`src/rtl/pipe_skid_stage_pkg.sv`:
```
// Shared core stage constants and the occupancy state encoding used by
// pipe_skid_stage. RST_VAL for instruction payloads comes from here.
package pipe_skid_stage_pkg;

    localparam logic [31:0] INST_NOP      = 32'h0000_0013;
    localparam logic [31:0] ZeroWord      = 32'h0000_0000;
    localparam int          Hold_Flag_Bus = 3;

    // Encoding equals the entry count, so the state doubles as occ_o.
    typedef enum logic [1:0] {
        OCC_EMPTY = 2'd0,
        OCC_ONE   = 2'd1,
        OCC_FULL  = 2'd2
    } occ_state_e;

endpackage

```
`src/rtl/pipe_entry_dff.sv`:
```
// One payload entry: enable flop with a synchronous clear-to-value that
// serves both reset and flush.
module pipe_entry_dff
    import pipe_skid_stage_pkg::*;
#(
    parameter int            DW      = 32,
    parameter logic [DW-1:0] RST_VAL = '0
) (
    input  logic          clk,
    input  logic          rst,
    input  logic          clr,
    input  logic          en,
    input  logic [DW-1:0] d,
    output logic [DW-1:0] q
);

    always_ff @(posedge clk) begin
        if (rst || clr) begin
            q <= RST_VAL;
        end else if (en) begin
            q <= d;
        end
    end

endmodule

```
`src/rtl/pipe_skid_stage.sv`:
```
// Pipeline stage register with valid/ready handshake, optional two-entry
// skid buffer (registered ready) and a flush that injects a bubble.
//
// Handshake: a payload moves on a side only in a cycle where both valid and
// ready are high; upstream keeps in_data_i stable while in_valid_i=1 and
// in_ready_o=0, and out_data_o is held while out_valid_o=1 and out_ready_i=0.
module pipe_skid_stage
    import pipe_skid_stage_pkg::*;
#(
    parameter int            DW      = 32,
    parameter logic [DW-1:0] RST_VAL = {DW{1'b0}},
    parameter int            SKID    = 1
) (
    input  logic          clk,
    input  logic          rst,
    input  logic          flush_i,
    input  logic          in_valid_i,
    output logic          in_ready_o,
    input  logic [DW-1:0] in_data_i,
    output logic          out_valid_o,
    input  logic          out_ready_i,
    output logic [DW-1:0] out_data_o,
    output logic [1:0]    occ_o
);

    occ_state_e    state_q;
    logic          m_v;
    logic          in_fire;
    logic          out_fire;
    logic [DW-1:0] m_q;

    assign m_v         = (state_q != OCC_EMPTY);
    assign in_fire     = in_valid_i & in_ready_o;
    assign out_fire    = m_v & out_ready_i;
    assign out_valid_o = m_v;
    assign out_data_o  = m_v ? m_q : RST_VAL;
    assign occ_o       = state_q;

    generate
        if (SKID != 0) begin : g_skid
            occ_state_e    state_d;
            logic          rdy_q;
            logic          m_en;
            logic          s_en;
            logic [DW-1:0] m_d;
            logic [DW-1:0] s_q;

            always_comb begin
                state_d = state_q;
                m_en    = 1'b0;
                s_en    = 1'b0;
                m_d     = in_data_i;
                case (state_q)
                    OCC_EMPTY: begin
                        if (in_fire) begin
                            m_en    = 1'b1;
                            state_d = OCC_ONE;
                        end
                    end
                    OCC_ONE: begin
                        if (in_fire && out_fire) begin
                            m_en = 1'b1;
                        end else if (in_fire) begin
                            s_en    = 1'b1;
                            state_d = OCC_FULL;
                        end else if (out_fire) begin
                            state_d = OCC_EMPTY;
                        end
                    end
                    OCC_FULL: begin
                        // Ready is low here, so only the drain path exists.
                        if (out_fire) begin
                            m_en    = 1'b1;
                            m_d     = s_q;
                            state_d = OCC_ONE;
                        end
                    end
                    default: state_d = OCC_EMPTY;
                endcase
                if (flush_i) begin
                    state_d = OCC_EMPTY;
                end
            end

            // Ready is computed from the next state so it is a pure flop output.
            always_ff @(posedge clk) begin
                if (rst) begin
                    state_q <= OCC_EMPTY;
                    rdy_q   <= 1'b0;
                end else begin
                    state_q <= state_d;
                    rdy_q   <= (state_d != OCC_FULL);
                end
            end

            assign in_ready_o = rdy_q;

            pipe_entry_dff #(.DW(DW), .RST_VAL(RST_VAL)) u_main (
                .clk (clk),
                .rst (rst),
                .clr (flush_i),
                .en  (m_en),
                .d   (m_d),
                .q   (m_q)
            );

            pipe_entry_dff #(.DW(DW), .RST_VAL(RST_VAL)) u_skid (
                .clk (clk),
                .rst (rst),
                .clr (flush_i),
                .en  (s_en),
                .d   (in_data_i),
                .q   (s_q)
            );
        end else begin : g_noskid
            logic live_q;

            always_ff @(posedge clk) begin
                if (rst) begin
                    state_q <= OCC_EMPTY;
                    live_q  <= 1'b0;
                end else begin
                    live_q <= 1'b1;
                    if (flush_i) begin
                        state_q <= OCC_EMPTY;
                    end else if (in_fire) begin
                        state_q <= OCC_ONE;
                    end else if (out_fire) begin
                        state_q <= OCC_EMPTY;
                    end
                end
            end

            // live_q keeps ready low through reset without a rst->ready path.
            assign in_ready_o = live_q & (out_ready_i | ~m_v);

            pipe_entry_dff #(.DW(DW), .RST_VAL(RST_VAL)) u_main (
                .clk (clk),
                .rst (rst),
                .clr (flush_i),
                .en  (in_fire),
                .d   (in_data_i),
                .q   (m_q)
            );
        end
    endgenerate

endmodule

```
`config.mk`:
```
export PLATFORM = sky130hd
export DESIGN_NAME = pipe_skid_stage
export DESIGN_NICKNAME = d
export VERILOG_FILES = /design/src/rtl/pipe_skid_stage_pkg.sv /design/src/rtl/pipe_entry_dff.sv /design/src/rtl/pipe_skid_stage.sv
export SDC_FILE = /design/constraint.sdc
export NUM_CORES = 1
export LEC_CHECK = 0
export CAP_MARGIN = 0
export CORE_MARGIN = 4
export CORE_UTILIZATION = 49
export DETAILED_ROUTE_END_ITERATION = 8
export GPL_TIMING_DRIVEN = 0
export PLACE_DENSITY_LB_ADDON = 0.25
export SYNTH_ARGS = -nofsm -noshare
export SYNTH_HDL_FRONTEND = slang
export SYNTH_SLANG_ARGS = --single-unit
```
`constraint.sdc`:
```
create_clock -name clk -period 2.06 [get_ports clk]
set_input_delay 0.206 -clock clk [delete_from_list [all_inputs] [get_ports clk]]
set_output_delay 0.206 -clock clk [all_outputs]
set_load 0.03 [all_outputs]
```
# [Word level (Yosys, flattened, before mapping)]
# Cells that the tools add are included.
[word_totals] register_bits=67 latch_bits=0 mem_bits_rw=0 mem_bits_ro=0 inputBits=37 output_inout_bits=36 word_cells=29 memories=0
[op_classes] n_addsub=0 mul=0 div_mod_pow=0 order_cmp=0 eq_ne=3 shifts=0 n_mux=16 bitwise_logic=2 n_reduce_logical=4
[op_table] op="two-way mux 32 bit" n=3
[op_table] op="two-way mux 2 bit" n=6
[op_table] op="case mux 2 bit (3 select lines)" n=1
[op_table] op="two-way mux 1 bit" n=5
[op_table] op="case mux 1 bit (3 select lines)" n=1
[op_table] op="bitwise AND 1 bit" n=2
[op_table] op="equality test 2 x 1 -> 1 bit (second input constant)" n=1
[op_table] op="equality test 2 bit (second input constant)" n=1
[op_table] op="zero test 2 bit" n=1
[op_table] op="!= test 2 bit (second input constant)" n=1
[op_table] op="nonzero test 2 bit" n=1
[op_table] op="logical AND 1 bit" n=1
[op_table] op="logical OR 1 bit" n=1

# [Longest topological paths before layout]
# Gate-level depths: netlist of the first run.
[depth] depth_word=8 mapped_depth=6 mapped_depth_nobuf=4

# [Cells and area by module]
# A second synthesis of the first run with hierarchy kept.
[unflattened] hier_cells=301 area_unflattened_um2=3198.1
[by_module_without_submodules] mod="pipe_entry_dff" instances=2 cells_each=105 area_per_inst_um2=1156.1 seq_area_each_um2=640.6
[by_module_without_submodules] mod="pipe_skid_stage" instances=1 cells_each=91 area_per_inst_um2=885.8 seq_area_each_um2=60.1

# [Least setup slack after synthesis of the first run]
# Ideal clock, no wire load.
[synth_path] kind="reg-to-output" startpoint="register state_q[1], in the netlist occ_o[1]" endpoint="output port out_data_o[22]" arrival_time_ns=1.704 required_ns=1.854 path_slack_ns=0.150 path_stages_with_launch=5 cell_sequence="dfxtp_1 -> or2_1 -> buf_2 -> clkbuf_1 -> and2_1"
[synth_between] elab_chain_len=2
[synth_lines] item="start, declared" line_no="pipe_skid_stage.sv:26" text="occ_state_e state_q;"
[synth_lines] item="start signal, assigned" line_no="pipe_skid_stage.sv:91" text="state_q <= state_d;"
[synth_lines] item="nonzero test 2 bit" line_no="pipe_skid_stage.sv:32" text="assign m_v = (state_q != OCC_EMPTY);"
[synth_lines] item="net out_valid_o" line_no="pipe_skid_stage.sv:20" text="output logic out_valid_o,"
[synth_lines] item="two-way mux 32 bit" line_no="pipe_skid_stage.sv:36" text="assign out_data_o = m_v ? m_q : RST_VAL;"
[synth_lines] item="end, declared" line_no="pipe_skid_stage.sv:22" text="output logic [DW-1:0] out_data_o,"
# The timed path passes the listed nets, and every way through them passes these cells.

# [Final worst setup path of the first run]
[layout_path] startpoint="register state_q[0], in the netlist occ_o[0]" endpoint="output port out_data_o[13]"
[layout_between] elab_chain_len=2
[layout_lines] item="nonzero test 2 bit" line_no="pipe_skid_stage.sv:32"
[layout_lines] item="two-way mux 32 bit" line_no="pipe_skid_stage.sv:36"
# No other way between the ends.

==> flow_metrics.tcl, run 1 <==
set metrics [dict create \
    syn_avg_cell_area_um2 8.50 \
    path_delay_family "buffers and inverters" \
    drive_gt1_share_pct 16.3 \
    ys_ff_latch 67 \
    clkTransAtPathRegs_ns 0.07 \
    cp.required_ns 1.85 \
    end_kind "output pin" \
    crit_chain "or2_1 > buf_2 > clkbuf_2 > and2_1 > clkdlybuf4s15_2" \
    p_leak_uw 0.00163 \
    antenna_found_initial 0 \
    drc 0 \
    first_iter_violations 157 \
    power_uw 2730 \
    cts_buffer_depth 2 \
    grt_max_degree 11 \
    critical_path.max_fanout 10 \
    grt_use_total_pct 20.7 \
    p_clk_share_pct 40.8 \
    critPathLaunchType "flip-flop" \
    cts_root_buffer "clkbuf_8" \
    hold_buffers 0 \
    r2r_setup_slack_ns 0.43 \
    yosysUniqueCellTypes 24 \
    fmax_mhz 514 \
    r2r-start "in_ready_o" \
    run_status "finished, final reports clean" \
    maxCapViolCount 0 \
    hpwlAfterDp_um 4840 \
    post-route-period-util_pct 94.4 \
    diodes 0 \
    whs_endpoint "g_skid.u_skid.q[30]" \
    cp_slowest_stage_delay_ns 0.35 \
    syn_area_um2 2870 \
    worstMarginPinSlew_ns 0.504 \
    coreArea_um2 5610 \
    ys_seq_area_share_pct 46.7 \
    io_buffers 72 \
    crit_buf_inv 3 \
    hold_path.class "input port to flip-flop" \
    clock_latency_ns 0.34 \
    whs_path_depth 3 \
    syn-num-nets 375 \
    rows 27 \
    grt_overflow_total 0 \
    p_int_uw 2100 \
    switchingPower_uw 627 \
    dieWidth_um 84.6 \
    ys_warn_count 0 \
    critical_path_arrival_ns 1.74 \
    path_class "flip-flop to output pin" \
    wirelength_um 7010 \
    final-setup-viol-count 0 \
    power_density_nw_per_um2 695 \
    htreeDepth 3 \
    rsz0062_at_grt "false" \
    hold_slack_ns 0.451 \
    p_sw_share_pct 23.0 \
    clock_sinks 67 \
    vdd_drop_max_uv 438 \
    first_pass_iters 4 \
    place_congestion 0.780 \
    dieArea_um2 7150 \
    cts_tree "built" \
    final_nets 458 \
    wire_per_inst_um 14.1 \
    fin_setup_tns_ns 0 \
    fp.dieH_um 84.6 \
    hp-start "in_data_i[30]" \
    grt_pass1_wl_um 12000 \
    ant_nets 0 \
    fillers 486 \
    slowest_stage "dfxtp_2" \
    grt_pass1_vias 2578 \
    io-pin-count 73 \
    synthCells 338 \
    drv_slew 0 \
    relSlewSlack_pct 66.4 \
    syn_to_final_growth_pct 36.4 \
    r2r-end "g_skid.u_skid.q[29]" \
    hold_violations 0 \
    dr_total_vias 2564 \
    comb_power_share_pct 9.9 \
    viasPerCell 5.17 \
    seq_power_share_pct 49.3 \
    fin_skew_ns 0.00896 \
    cts_buffers 9 \
    initial_core_util_pct 51.2 \
    period_needed_ns 1.94 \
    reg2reg_depth 6 \
]
registers in the layout, summed over array words and instances (netlist names):
signal           flops
occ_o                2
in_ready_o           1
g_skid.u_skid.q     32
g_skid.u_main.q     32
metal layers:
layer	routed length, um	up-vias	GRT usage, %	share of wire, %
met4	118	0	7.63	1.7
met1	3170	1180	25.1	45
met3	432	11	7.65	6.2
met5	0	-	0	0
met2	3290	67	33.7	47
li1	-	1306	-	-
cells in the final DEF (no fill, tap or decap), types with 8 or more instances in the layout:
cell type | Yosys | layout
clkdlybuf4s15_2 | 0 | 28
dfxtp_1 | 67 | 65
a21oi_1 | 65 | 65
clkbuf_8 | 0 | 12
mux2i_1 | 33 | 33
nand2_1 | 64 | 64
o21ai_1 | 28 | 28
clkbuf_1 | 11 | 8
buf_2 | 14 | 14
and2_1 | 32 | 32
clkdlybuf4s50_1 | 0 | 39
cells by family (layout without fill, tap and decap cells):
group | count (synthesis) | after routing | share of synthesized area (%)
buffers and inverters | 29 | 115 | 5.18
multiplexers | 33 | 33 | 11.5
AO/OA/AOI/OAI | 101 | 101 | 18.4
flip-flops | 67 | 67 | 46.7
AND/OR/NAND/NOR | 108 | 108 | 18.3
cells in the mapped netlist, drive strengths merged:
cell / instances / area share [%]
nand3b: 2 / 0.52
o31a: 1 / 0.30
inv: 1 / 0.13
nand2: 65 / 8.6
o211ai: 1 / 0.74
buf: 17 / 3.6
dfxtp: 67 / 47
mux2i: 33 / 11
and2: 32 / 7.0
o21a: 1 / 0.26
nor2: 2 / 0.26
nor3: 1 / 0.17
o21ai: 33 / 5.7
clkbuf: 11 / 1.4
or2: 2 / 0.44
nor4b: 1 / 0.52
nand4b: 1 / 0.30
or4b: 1 / 0.35
a21oi: 65 / 11
nand3: 1 / 0.17
worst max-delay path by stage:
stage | from | to | slack (ns) | cells past startpoint
after floorplan | occ_o[1] | out_data_o[22] | 0.15 | 4
after global placement | occ_o[1] | out_data_o[22] | -0.14 | 5
after detailed placement | occ_o[1] | out_data_o[25] | -0.19 | 5
after CTS | occ_o[0] | out_data_o[3] | 0.001 | 5
after global routing | occ_o[1] | out_data_o[13] | 0.002 | 5
final | occ_o[0] | out_data_o[13] | 0.12 | 5
stage by stage:
step / setup slack (ns) / cells / util, % / instance area (um2)
2_1_floorplan: 0.150 / 338 / - / 2870
3_3_place_gp: -0.144 / 482 / 65.7 / 3680
3_5_place_dp: -0.192 / 482 / 65.7 / 3680
4_1_cts: 0.000981 / 496 / 69.9 / 3920
5_1_grt: 0.00217 / 496 / 69.9 / 3920
6_report: 0.116 / 496 / 69.9 / 3920
repair_timing:
action,4_1_cts,5_1_grt
endpoints found under the setup margin,33,30
buffers inserted,0,0
resized for setup,94,4
power by group through the flow:
stage          Sequential [uW]  Clock (uW)  Combinational [uW]
5_1_grt                   1350        1200                 295
4_1_cts                   1340        1130                 270
6_report                  1340        1110                 269
3_3_place_gp              1370           0                 267
3_5_place_dp              1370           0                 271
2_1_floorplan             1370           0                 133
layout make-up:
type	count	area, um2	share of cell area, %
Multi-Input combinational cell	242	1380	35.3
Buffer	28	151	3.86
Timing Repair Buffer	72	746	19.0
Inverter	1	3.75	0.0958
Clock inverter	2	35.0	0.894
Tap cell	72	90.1	2.30
Sequential cell	67	1340	34.3
Clock buffer	12	165	4.21
worst min-delay path, stage by stage:
cell	delay, ns
clkdlybuf4s50_1	0.42
nand2_1	0.06
a21oi_1	0.05
Power figures use the tool's default switching activity.
==> inputs of run 2 (changes only) <==
--- a/config.mk
+++ b/config.mk
@@ -6,11 +6,11 @@
 export NUM_CORES = 1
 export LEC_CHECK = 0
 export CAP_MARGIN = 0
-export CORE_MARGIN = 4
 export CORE_UTILIZATION = 49
 export DETAILED_ROUTE_END_ITERATION = 8
 export GPL_TIMING_DRIVEN = 0
 export PLACE_DENSITY_LB_ADDON = 0.25
+export SETUP_SLACK_MARGIN = 0.05
 export SYNTH_ARGS = -nofsm -noshare
 export SYNTH_HDL_FRONTEND = slang
 export SYNTH_SLANG_ARGS = --single-unit
==> run 2 against run 1 <==
Hold slack worse by 0.014 ns; first-iteration DRC count fell by 20%; sequential power about the same.
==> flow_metrics.tcl, run 2 (synthesis results as in run 1) <==
set metrics [dict create \
    diodes 0 \
    first_pass_iters 4 \
    dr_total_vias 2650 \
    dpl_cell_area_um2 3680 \
    ant_nets 0 \
    cts_root_buffer "clkbuf_8" \
    fin_setup_tns_ns 0 \
    cts_tree "built" \
    viasPerCell 5.32 \
    place_ws_ns -0.158 \
    period_needed_ns 1.93 \
    drc 0 \
    initial_core_util_pct 51.6 \
    final_cell_mix "a21oi_1 (65), dfxtp_1 (65), nand2_1 (64)" \
    post-route-period-util_pct 93.7 \
    rows 27 \
    io_buffers 72 \
    r2r-start "in_ready_o" \
    grt_use_total_pct 24.5 \
    grt_pass1_wl_um 11800 \
    hpwlAfterDp_um 4820 \
    hp-start "in_data_i[3]" \
    hold_path.class "input port to flip-flop" \
    r2r_setup_slack_ns 0.35 \
    cts_buffer_depth 2 \
    cp.required_ns 1.85 \
    final-setup-viol-count 0 \
    power_density_nw_per_um2 689 \
    grt_overflow_total 0 \
    fin_skew_ns 0.00792 \
    cts_buffers 9 \
    critPathLaunchType "flip-flop" \
    drv_slew 0 \
    run_status "finished, final reports clean" \
    relSlewSlack_pct 65.4 \
    fin_cells 498 \
    dieWidth_um 78.6 \
    whs_path_depth 3 \
    critical_path.max_fanout 10 \
    syn_to_final_growth_pct 36.4 \
    grt_max_degree 12 \
    design_area_um2 3920 \
    wirelength_um 7150 \
    vdd_drop_max_uv 576 \
    fmax_mhz 518 \
    drive_gt1_share_pct 16.2 \
    worstMarginPinSlew_ns 0.519 \
    place_congestion 0.752 \
    placed_cells 482 \
    clkTransAtPathRegs_ns 0.07 \
    htreeDepth 3 \
    coreArea_um2 5570 \
    maxCapViolCount 0 \
    io-pin-count 73 \
    dieArea_um2 6180 \
    critical_path_arrival_ns 1.72 \
    path_class "flip-flop to output pin" \
    clock_latency_ns 0.34 \
    setup_ws_ns 0.130 \
    hold_violations 0 \
    end_kind "output pin" \
    final_nets 458 \
    fp.dieH_um 78.6 \
    antenna_found_initial 0 \
    first_iter_violations 126 \
    whs_endpoint "g_skid.u_skid.q[3]" \
    p_leak_uw 0.00163 \
    r2r-end "g_skid.u_skid.q[24]" \
    wire_per_inst_um 14.4 \
    clock_sinks 67 \
    grt_pass1_vias 2566 \
    reg2reg_depth 6 \
    rsz0062_at_grt "false" \
]
## run 2: changes by cell type in the layout (fill, tap and decap cells not counted), moves of 2 or more
cell	delta
clkinvlp_4	+2
clkbuf_1	+2
clkbuf_2	-3
clkbuf_8	-2
## run 2: cell type report
cell class	instances	area, um2
Inverter	1	3.75
Tap cell	72	90.1
Fill cell	479	1650
Timing Repair Buffer	72	744
Sequential cell	67	1350
Clock buffer	12	145
Buffer	28	156
Multi-Input combinational cell	242	1380
Clock inverter	4	50.0
## run 2: worst max path at each step
stage | start | endpoint | slack, ns | depth (start not counted)
after floorplan | occ_o[1] | out_data_o[22] | 0.15 | 4
after global placement | occ_o[1] | out_data_o[21] | -0.13 | 5
after detailed placement | occ_o[1] | out_data_o[15] | -0.16 | 5
after CTS | occ_o[0] | out_data_o[5] | 0.06 | 5
after global routing | occ_o[0] | out_data_o[21] | 0.06 | 5
final | occ_o[0] | out_data_o[5] | 0.13 | 5
## run 2: metrics by stage
step	power, uW	util (%)	hold slack (ns)
after floorplan	1500	-	0.285
after global placement	1640	66.1	0.441
after detailed placement	1640	66.1	0.446
after CTS	2710	70.3	0.435
after global routing	2810	70.3	0.448
final	2700	70.3	0.437
## run 2: worst max-delay path, cell delays in order, from the launching register on
cell             delay [ns]
dfxtp_2                0.35
or2_1                  0.22
buf_2                  0.17
clkbuf_4               0.19
and2_1                 0.17
clkdlybuf4s15_2        0.28
## run 2: what timing repair did
action | CTS | global route
endpoints found under the setup margin | 33 | 30
hold buffers | 0 | 0
buffers inserted | 0 | 0
resized for setup | 96 | 10
## run 2: where the power goes
group | switching [uW] | internal [uW]
Clock | 492 | 591
Combinational | 145 | 129
Sequential | 17.1 | 1330
## run 2: layer usage
layer / up-vias / global-route usage (%) / wire length, um
met1: 1245 / 30.2 / 3170
li1: 1317 / - / -
met5: - / 0 / 0
met2: 73 / 41.0 / 3500
met4: 0 / 9.44 / 127
met3: 15 / 6.05 / 359
==> inputs of run 3 (changes only) <==
--- a/config.mk
+++ b/config.mk
@@ -14,3 +14,4 @@
 export SYNTH_ARGS = -nofsm -noshare
 export SYNTH_HDL_FRONTEND = slang
 export SYNTH_SLANG_ARGS = --single-unit
+export TNS_END_PERCENT = 50
==> results of run 3 <==
Final layout, timing and power as in run 2 (identical DEF).
